`src/rtl/cout_nibble_tx.sv`:
```
// ---------------------------------------------------------------------------
// cout_nibble_tx
//
// Purpose:
//   Transmit end of the 4-bit nibble interface for the SHA-256 digest. On a
//   load pulse while idle, the 256-bit final hash {H0..H7} is captured into a
//   shift register. It is then streamed out MSB-first, one nibble per
//   valid/ready handshake. One cycle after the final nibble is accepted, a
//   single-cycle done pulse is raised.
//
// Ports:
//   clk         in   1      system clock, rising edge
//   rst         in   1      asynchronous reset, active-low
//   load        in   1      capture digest and start streaming (IDLE only)
//   digest      in   DIG_W  {H0,...,H7}, H0 in the top 32 bits
//   dout        out  NIB_W  current nibble
//   dout_valid  out  1      dout holds a valid nibble
//   dout_ready  in   1      sink accepts dout this cycle
//   word_idx    out  3      which Hx word the current nibble belongs to
//   last        out  1      current nibble is the final one
//   busy        out  1      transmission in progress (load ignored)
//   done        out  1      one-cycle pulse after the last nibble is accepted
//
// Every output is decoded from registered state only, so there is no
// combinational path from any input to any output.
// ---------------------------------------------------------------------------
module cout_nibble_tx #(
  parameter int NIB_W = 4,
  parameter int DIG_W = 256
) (
  input  logic             clk,
  input  logic             rst,
  input  logic             load,
  input  logic [DIG_W-1:0] digest,
  output logic [NIB_W-1:0] dout,
  output logic             dout_valid,
  input  logic             dout_ready,
  output logic [2:0]       word_idx,
  output logic             last,
  output logic             busy,
  output logic             done
);

  localparam int NUM_NIB      = DIG_W / NIB_W;
  localparam int CNT_W        = $clog2(NUM_NIB);
  localparam int WORD_W       = DIG_W / 8;
  localparam int NIB_PER_WORD = WORD_W / NIB_W;
  localparam logic [CNT_W-1:0] LAST_CNT = CNT_W'(NUM_NIB - 1);

  typedef enum logic [1:0] {
    S_IDLE = 2'd0,
    S_SEND = 2'd1,
    S_DONE = 2'd2
  } state_t;

  state_t             state_q, state_d;
  logic [DIG_W-1:0]   sreg_q,  sreg_d;
  logic [CNT_W-1:0]   cnt_q,   cnt_d;

  // State register
  always_ff @(posedge clk or negedge rst) begin
    if (!rst) begin
      state_q <= S_IDLE;
      sreg_q  <= '0;
      cnt_q   <= '0;
    end else begin
      state_q <= state_d;
      sreg_q  <= sreg_d;
      cnt_q   <= cnt_d;
    end
  end

  // Next-state logic
  always_comb begin
    state_d = state_q;
    sreg_d  = sreg_q;
    cnt_d   = cnt_q;
    case (state_q)
      S_IDLE: begin
        if (load) begin
          sreg_d  = digest;
          cnt_d   = '0;
          state_d = S_SEND;
        end
      end
      S_SEND: begin
        // dout_valid is constantly 1 in SEND, so ready alone completes a handshake
        if (dout_ready) begin
          sreg_d = {sreg_q[DIG_W-NIB_W-1:0], {NIB_W{1'b0}}};
          if (cnt_q == LAST_CNT) begin
            // Clear instead of incrementing so the counter never wraps
            cnt_d   = '0;
            state_d = S_DONE;
          end else begin
            cnt_d = cnt_q + CNT_W'(1);
          end
        end
      end
      S_DONE: begin
        state_d = S_IDLE;
      end
      default: begin
        state_d = S_IDLE;
      end
    endcase
  end

  // Outputs decoded from registered state. Data outputs are forced to zero
  // outside SEND so that idle and reset values match.
  always_comb begin
    dout       = '0;
    dout_valid = 1'b0;
    word_idx   = '0;
    last       = 1'b0;
    busy       = 1'b0;
    done       = 1'b0;
    case (state_q)
      S_SEND: begin
        dout       = sreg_q[DIG_W-1 -: NIB_W];
        dout_valid = 1'b1;
        word_idx   = 3'(cnt_q / CNT_W'(NIB_PER_WORD));
        last       = (cnt_q == LAST_CNT);
        busy       = 1'b1;
      end
      S_DONE: begin
        busy = 1'b1;
        done = 1'b1;
      end
      default: begin
      end
    endcase
  end

endmodule

```
`config.mk`:
```
export PLATFORM = sky130hd
export DESIGN_NAME = cout_nibble_tx
export DESIGN_NICKNAME = d
export VERILOG_FILES = /design/src/rtl/cout_nibble_tx.sv
export SDC_FILE = /design/constraint.sdc
export NUM_CORES = 1
export LEC_CHECK = 0
export CAP_MARGIN = 10
export CORE_UTILIZATION = 25
export CTS_BUF_LIST = sky130_fd_sc_hd__clkbuf_4
export CTS_CLUSTER_DIAMETER = 200
export DETAILED_ROUTE_END_ITERATION = 7
export PLACE_DENSITY_LB_ADDON = 0.25
export SLEW_MARGIN = 10
export SYNTH_ARGS = -nofsm -noshare
export SYNTH_HDL_FRONTEND = slang
export SYNTH_SLANG_ARGS = --single-unit
```
`constraint.sdc`:
```
create_clock -name clk -period 2.1 [get_ports clk]
set_input_delay 0.315 -clock clk [delete_from_list [all_inputs] [get_ports clk]]
set_output_delay 0.315 -clock clk [all_outputs]
set_load 0.005 [all_outputs]
```
# [Yosys cells after proc, flatten, opt, wreduce, memory -nomap -nowiden]
# Index checks and enable logic that the tools add are counted.
[op_classes] add_sub_neg=1 n_eq_ne=6 mux=17 n_reduce_logical=5
[ops] operator="$mux 256" n=2
[ops] operator="$pmux 256 s2" n=1
[ops] operator="$mux 6" n=3
[ops] operator="$pmux 6 s2" n=1
[ops] operator="$add 6x1->6 const B" n=1
[ops] operator="$eq 6x6->1 const B" n=1
[ops] operator="$mux 2" n=3
[ops] operator="$ne 2x2->1 const B" n=3
[ops] operator="$reduce_and 3->1" n=2
[ops] operator="$mux 1" n=4
[ops] operator="$mux 4" n=1
[ops] operator="$pmux 2 s2" n=1
[ops] operator="$mux 3" n=1
[ops] operator="$eq 2x1->1 const B" n=1
[ops] operator="$eq 2x2->1 const B" n=1
[ops] operator="$logic_not 2->1" n=1
[ops] operator="$reduce_bool 2->1" n=1
[ops] operator="$reduce_or 2->1" n=1
[word_totals] ff_bits=264 inputBits=260 out_inout_bits=11 wordCells=32

# [Longest topological paths before layout]
[logic_depth] word_depth=4 mapped_depth=11 mapped_depth_nobuf=6

# [Least setup slack after synthesis]
# No wires, ideal clock.
[synth_timing] kind="register to register" startpoint="register state_q[1]" endpoint="register sreg_q[235]" setup_time_ns=0.136 t_arrival_ns=1.875 required_ns=1.964 setup_slack_ns=0.089 stages_incl_launch_ff=12 n_path_buf=5 synth_period_minus_slack_ns=2.011 path_cell_list="dfrtp_1 > inv_1 > ha_1 > buf_6 > nor2b_4 > or3_1 > buf_2 > buf_6 > buf_6 > buf_6 > nand2_1 > o21ai_0"
[synth_between] elab_chain_len=3 elab_cells_between_ends=7 classes_between="eq/ne (3); mux (1); reduce/logical (3)"
[synth_lines] element="start, declared" line="56" text="state_t state_q, state_d;"
[synth_lines] element="start signal, assigned" line="67" text="state_q <= state_d;"
[synth_lines] element="$eq 2x1->1 / $logic_not 2->1 (equally long branches)" line="78" text="case (state_q)"
[synth_lines] element="$ne 2x2->1 (no line) / $reduce_bool 2->1 (equally long branches)"
[synth_lines] element="$reduce_and 3->1 (no line)"
[synth_lines] element="end signal, assigned" line="68" text="sreg_q <= sreg_d;"
[synth_lines] element="end, declared" line="57" text="logic [DIG_W-1:0] sreg_q, sreg_d;"
# Several ways; a longest one is shown, not always the timed one.
# A chain may end at the register's enable or synchronous reset.

# [Worst setup path in the final report]
[layout_timing] startpoint="register state_q[1]" endpoint="register sreg_q[65]"
# The elaborated chain is that of the path after synthesis.

==> qor.csv <==
stage;metric;value;unit
synthesis;synth.avg_cell_area;10.5;um^2
finish;multiInputGateArea;0.00704;mm^2
critical_path;crit_type;flop to flop;
global_routing;grt-ovfl-total;0;
finish;layout-drive-gt1-share;43.2;%
synthesis;ys_top_cells_by_area;dfrtp_1 (54%), mux2i_1 (21%), nand2_1 (8.2%);
die;pin_count;271;
sta;tightestPinTransition;0.568;ns
die;die_w;224;um
finish;num-fill-cells;4533;
finish;fin_util;44.0;%
clock_tree;cts_inserted_buffers;80;
pwr;leakagePower;9.94;nW
finish;finalNonFillerCells;2309;
critical_path;cp-start-kind;flop;
run_status;status;finished, violations left;
clock_tree;clk_path_buf_depth;3;
placement;dpl_worst_slack;0.0247;ns
clock_tree;cts_root_buf;clkbuf_4;
run;maxCapViolations;0;
critical_path;reg2reg_setup_slack;-0.24;ns
sta;finalSetupViolCount;268;
synthesis;synth_seq_cells;264;
clock_tree;clkTransAtPathRegs;0.06;ns
synthesis;syn_inst;1173;
placement;portBuffers;270;
critical_path;cp_slowest_stage_delay;0.48;ns
sta;fmax;0.426;GHz
global_routing;grt_pass1_wl;56000;um
sta;hold_violations;0;
critical_path;arrival;2.98;ns
critical_path;r2r-end;sreg_q[65];
run_status;violations;setup timing;
synthesis;syn-num-nets;1438;
global_routing;grt_pass1_vias;10048;
die;die-area;0.0501;mm^2
synthesis;async_reset_ff_share;100;%
pwr;irDropWorstVdd;0.763;mV
drt;totalWireLength;44100;um
drt;drtPass1Iterations;5;
drt;drt_iter0_drc;369;
die;coreArea;0.0481;mm^2
sta;fin_crit;2.34;ns
finish;area_delta_synth_final;72.3;%
sta;timing.setup.tns;-33.05;ns
placement;dp_hpwl;22600;um
critical_path;worstSetupStartpoint;state_q[1];
synthesis;yosysWarningCount;0;
sta;setup_slack;-0.245;ns
synthesis;yosysTopAreaCell;dfrtp_1;
sta;relSlewSlack;62.1;%
synthesis;synth_cell_types;30;
finish;nNetsFinal;1870;
clock_tree;numClockSinks;264;
finish;fin_area;0.0212;mm^2
sta;timing.hold.ws;0.0694;ns
critical_path;setup.worst_path.end;sreg_q[65];
synthesis;synth_top_cell_area_share;53.7;%
critical_path;critPathMaxFanout;8;
drt;num_vias;10553;
placement;dp_cells;2047;
clock_tree;worstSkewPairLatency;0.82;ns
finish;seqCellArea;0.00661;mm^2
synthesis;synth_seq_area_share;53.7;%
synthesis;ys_top_cells_by_count;nand2_1 (269), dfrtp_1 (264), mux2i_1 (252);
global_routing;grt_max_degree;73;
drt;vias_per_cell;4.57;
sta;rsz0062_at_grt;yes;
die;rows;80;
synthesis;synth_edf_count;0;
drt;drc;0;
pwr;power.density;1700;mW/mm^2
critical_path;reg2reg_from;state_q[1];
placement;place_area;0.0158;mm^2
global_routing;grt_usage;14.4;%
sta;drv_slew;0;
die;start_util;25.5;%
clock_tree;cts_tree;done;
sta;skew;0.0774;ns
sta;min_period_over_period;112;%
die;die_y;224;um
placement;gp_congestion;0.732;
critical_path;cp_cell_sequence;inv_2, ha_4, buf_6, buf_6, buf_6, nor2b_4, or3_4, buf_16, buf_12, buf_16, nand2_2, o21ai_1;
critical_path;critPathSlowestCell;or3_4;
drt;routedWlPerCell;19.1;um
pwr;total_power;36.1;mW
critical_path;crit_required;2.73;ns
global_routing;grt_antenna_before_repair;6;
drt;ant_nets;0;
critical_path;endpoint_kind;flop;
synthesis;synth_ff_type;dfrtp_1;
critical_path;r2r_cells;12;
synthesis;synth_most_common_cell;nand2_1;
clock_tree;cts.htree.levels;3;
hold_path;hp-class;primary input to async pin;
critical_path;cpMostUsedCell;buf_6;
synthesis;synth_area;0.0123;mm^2
[worst max-delay path, delay by kind of cell (launching register included)]
family,cells,cell delay [ns]
buf+inv,7,0.92
simple gates,3,0.67
flops,1,0.37
fa+ha+maj,1,0.17
compound gates,1,0.06
[per-layer routing]
layer	up-vias	share of wire (%)	track usage [%]
li1	5002	-	-
met1	5218	43	18.3
met2	260	49	22.4
met3	69	5.5	5.06
met4	4	2.0	5.10
met5	-	0.061	0
[cells in the final DEF, fill, tap and decap left out, types with 2 or more instances in the layout]
cell type | Yosys | final
and2_4 | 0 | 6
buf_12 | 0 | 30
buf_16 | 0 | 17
buf_4 | 0 | 34
buf_6 | 31 | 31
buf_8 | 0 | 18
bufinv_16 | 0 | 3
clkbuf_16 | 0 | 46
clkbuf_4 | 0 | 110
clkdlybuf4s50_1 | 0 | 258
clkinv_1 | 0 | 7
clkinvlp_4 | 0 | 2
dfrtp_1 | 264 | 264
diode_2 | 0 | 6
dlygate4sd3_1 | 0 | 2
ha_4 | 0 | 3
inv_2 | 0 | 3
mux2i_1 | 252 | 252
nand2_1 | 269 | 55
nand2_2 | 0 | 88
nand2_4 | 0 | 126
nand3_1 | 7 | 7
nor2_1 | 4 | 2
nor2_2 | 0 | 2
o21ai_1 | 200 | 77
o21ai_2 | 0 | 176
o31ai_1 | 2 | 2
or3_4 | 0 | 2
[worst min-delay path by stage]
| stage | slack, ns | end | cells after the start | from |
|---|---|---|---|---|
| after floorplan | 0.02 | cnt_q[0] | 0 | rst |
| after global placement | 0.33 | sreg_q[25] | 1 | rst |
| after detailed placement | 0.33 | sreg_q[25] | 1 | rst |
| after CTS | 0.002 | sreg_q[252] | 2 | rst |
| after global routing | 0.05 | sreg_q[252] | 2 | rst |
| final | 0.07 | sreg_q[21] | 2 | rst |
[repair_timing]
| item | in CTS | in global routing |
|---|---|---|
| pin swaps | 20 | 272 |
| setup buffers | 25 | 29 |
| hold buffers | 2 | 0 |
| resized for setup | 155 | 590 |
| endpoints found under the setup margin | 19 | 274 |
| cloned | 13 | 70 |
| hold endpoints to repair | 264 | 0 |
[flip-flops by register name, summed over array words and instances (netlist names)]
name     count
sreg_q     256
state_q      2
cnt_q        6
[cell type report]
| cell class | instances | share of cell area [%] |
|---|---|---|
| inverters | 4 | 0.118 |
| well taps | 656 | 3.87 |
| repair buffers | 437 | 26.9 |
| clock inverters | 14 | 0.679 |
| flip-flops and latches | 264 | 31.2 |
| clock buffers | 110 | 3.90 |
| multi-input cells | 818 | 33.3 |
| diodes | 6 | 0.0709 |
[report_power, final]
group,internal (mW),switching [mW],leakage [nW]
clock,2.75,2.32,0.569
combinational,11.3,9.96,6.07
sequential,7.60,2.13,3.29
[cells by family (layout without fill, tap and decap cells)]
kind of cell             Yosys count  after routing  share of synthesized area (%)
buffers and inverters             92            565                           4.75
other                              0              6                              0
adder cells (fa/ha/maj)            5              5                          0.509
flip-flops                       264            264                           53.7
multiplexers                     253            253                           20.6
AND/OR/NAND/NOR                  296            297                           9.51
AO/OA/AOI/OAI                    263            263                           10.9
No activity file was read; power rests on OpenSTA's default activity.
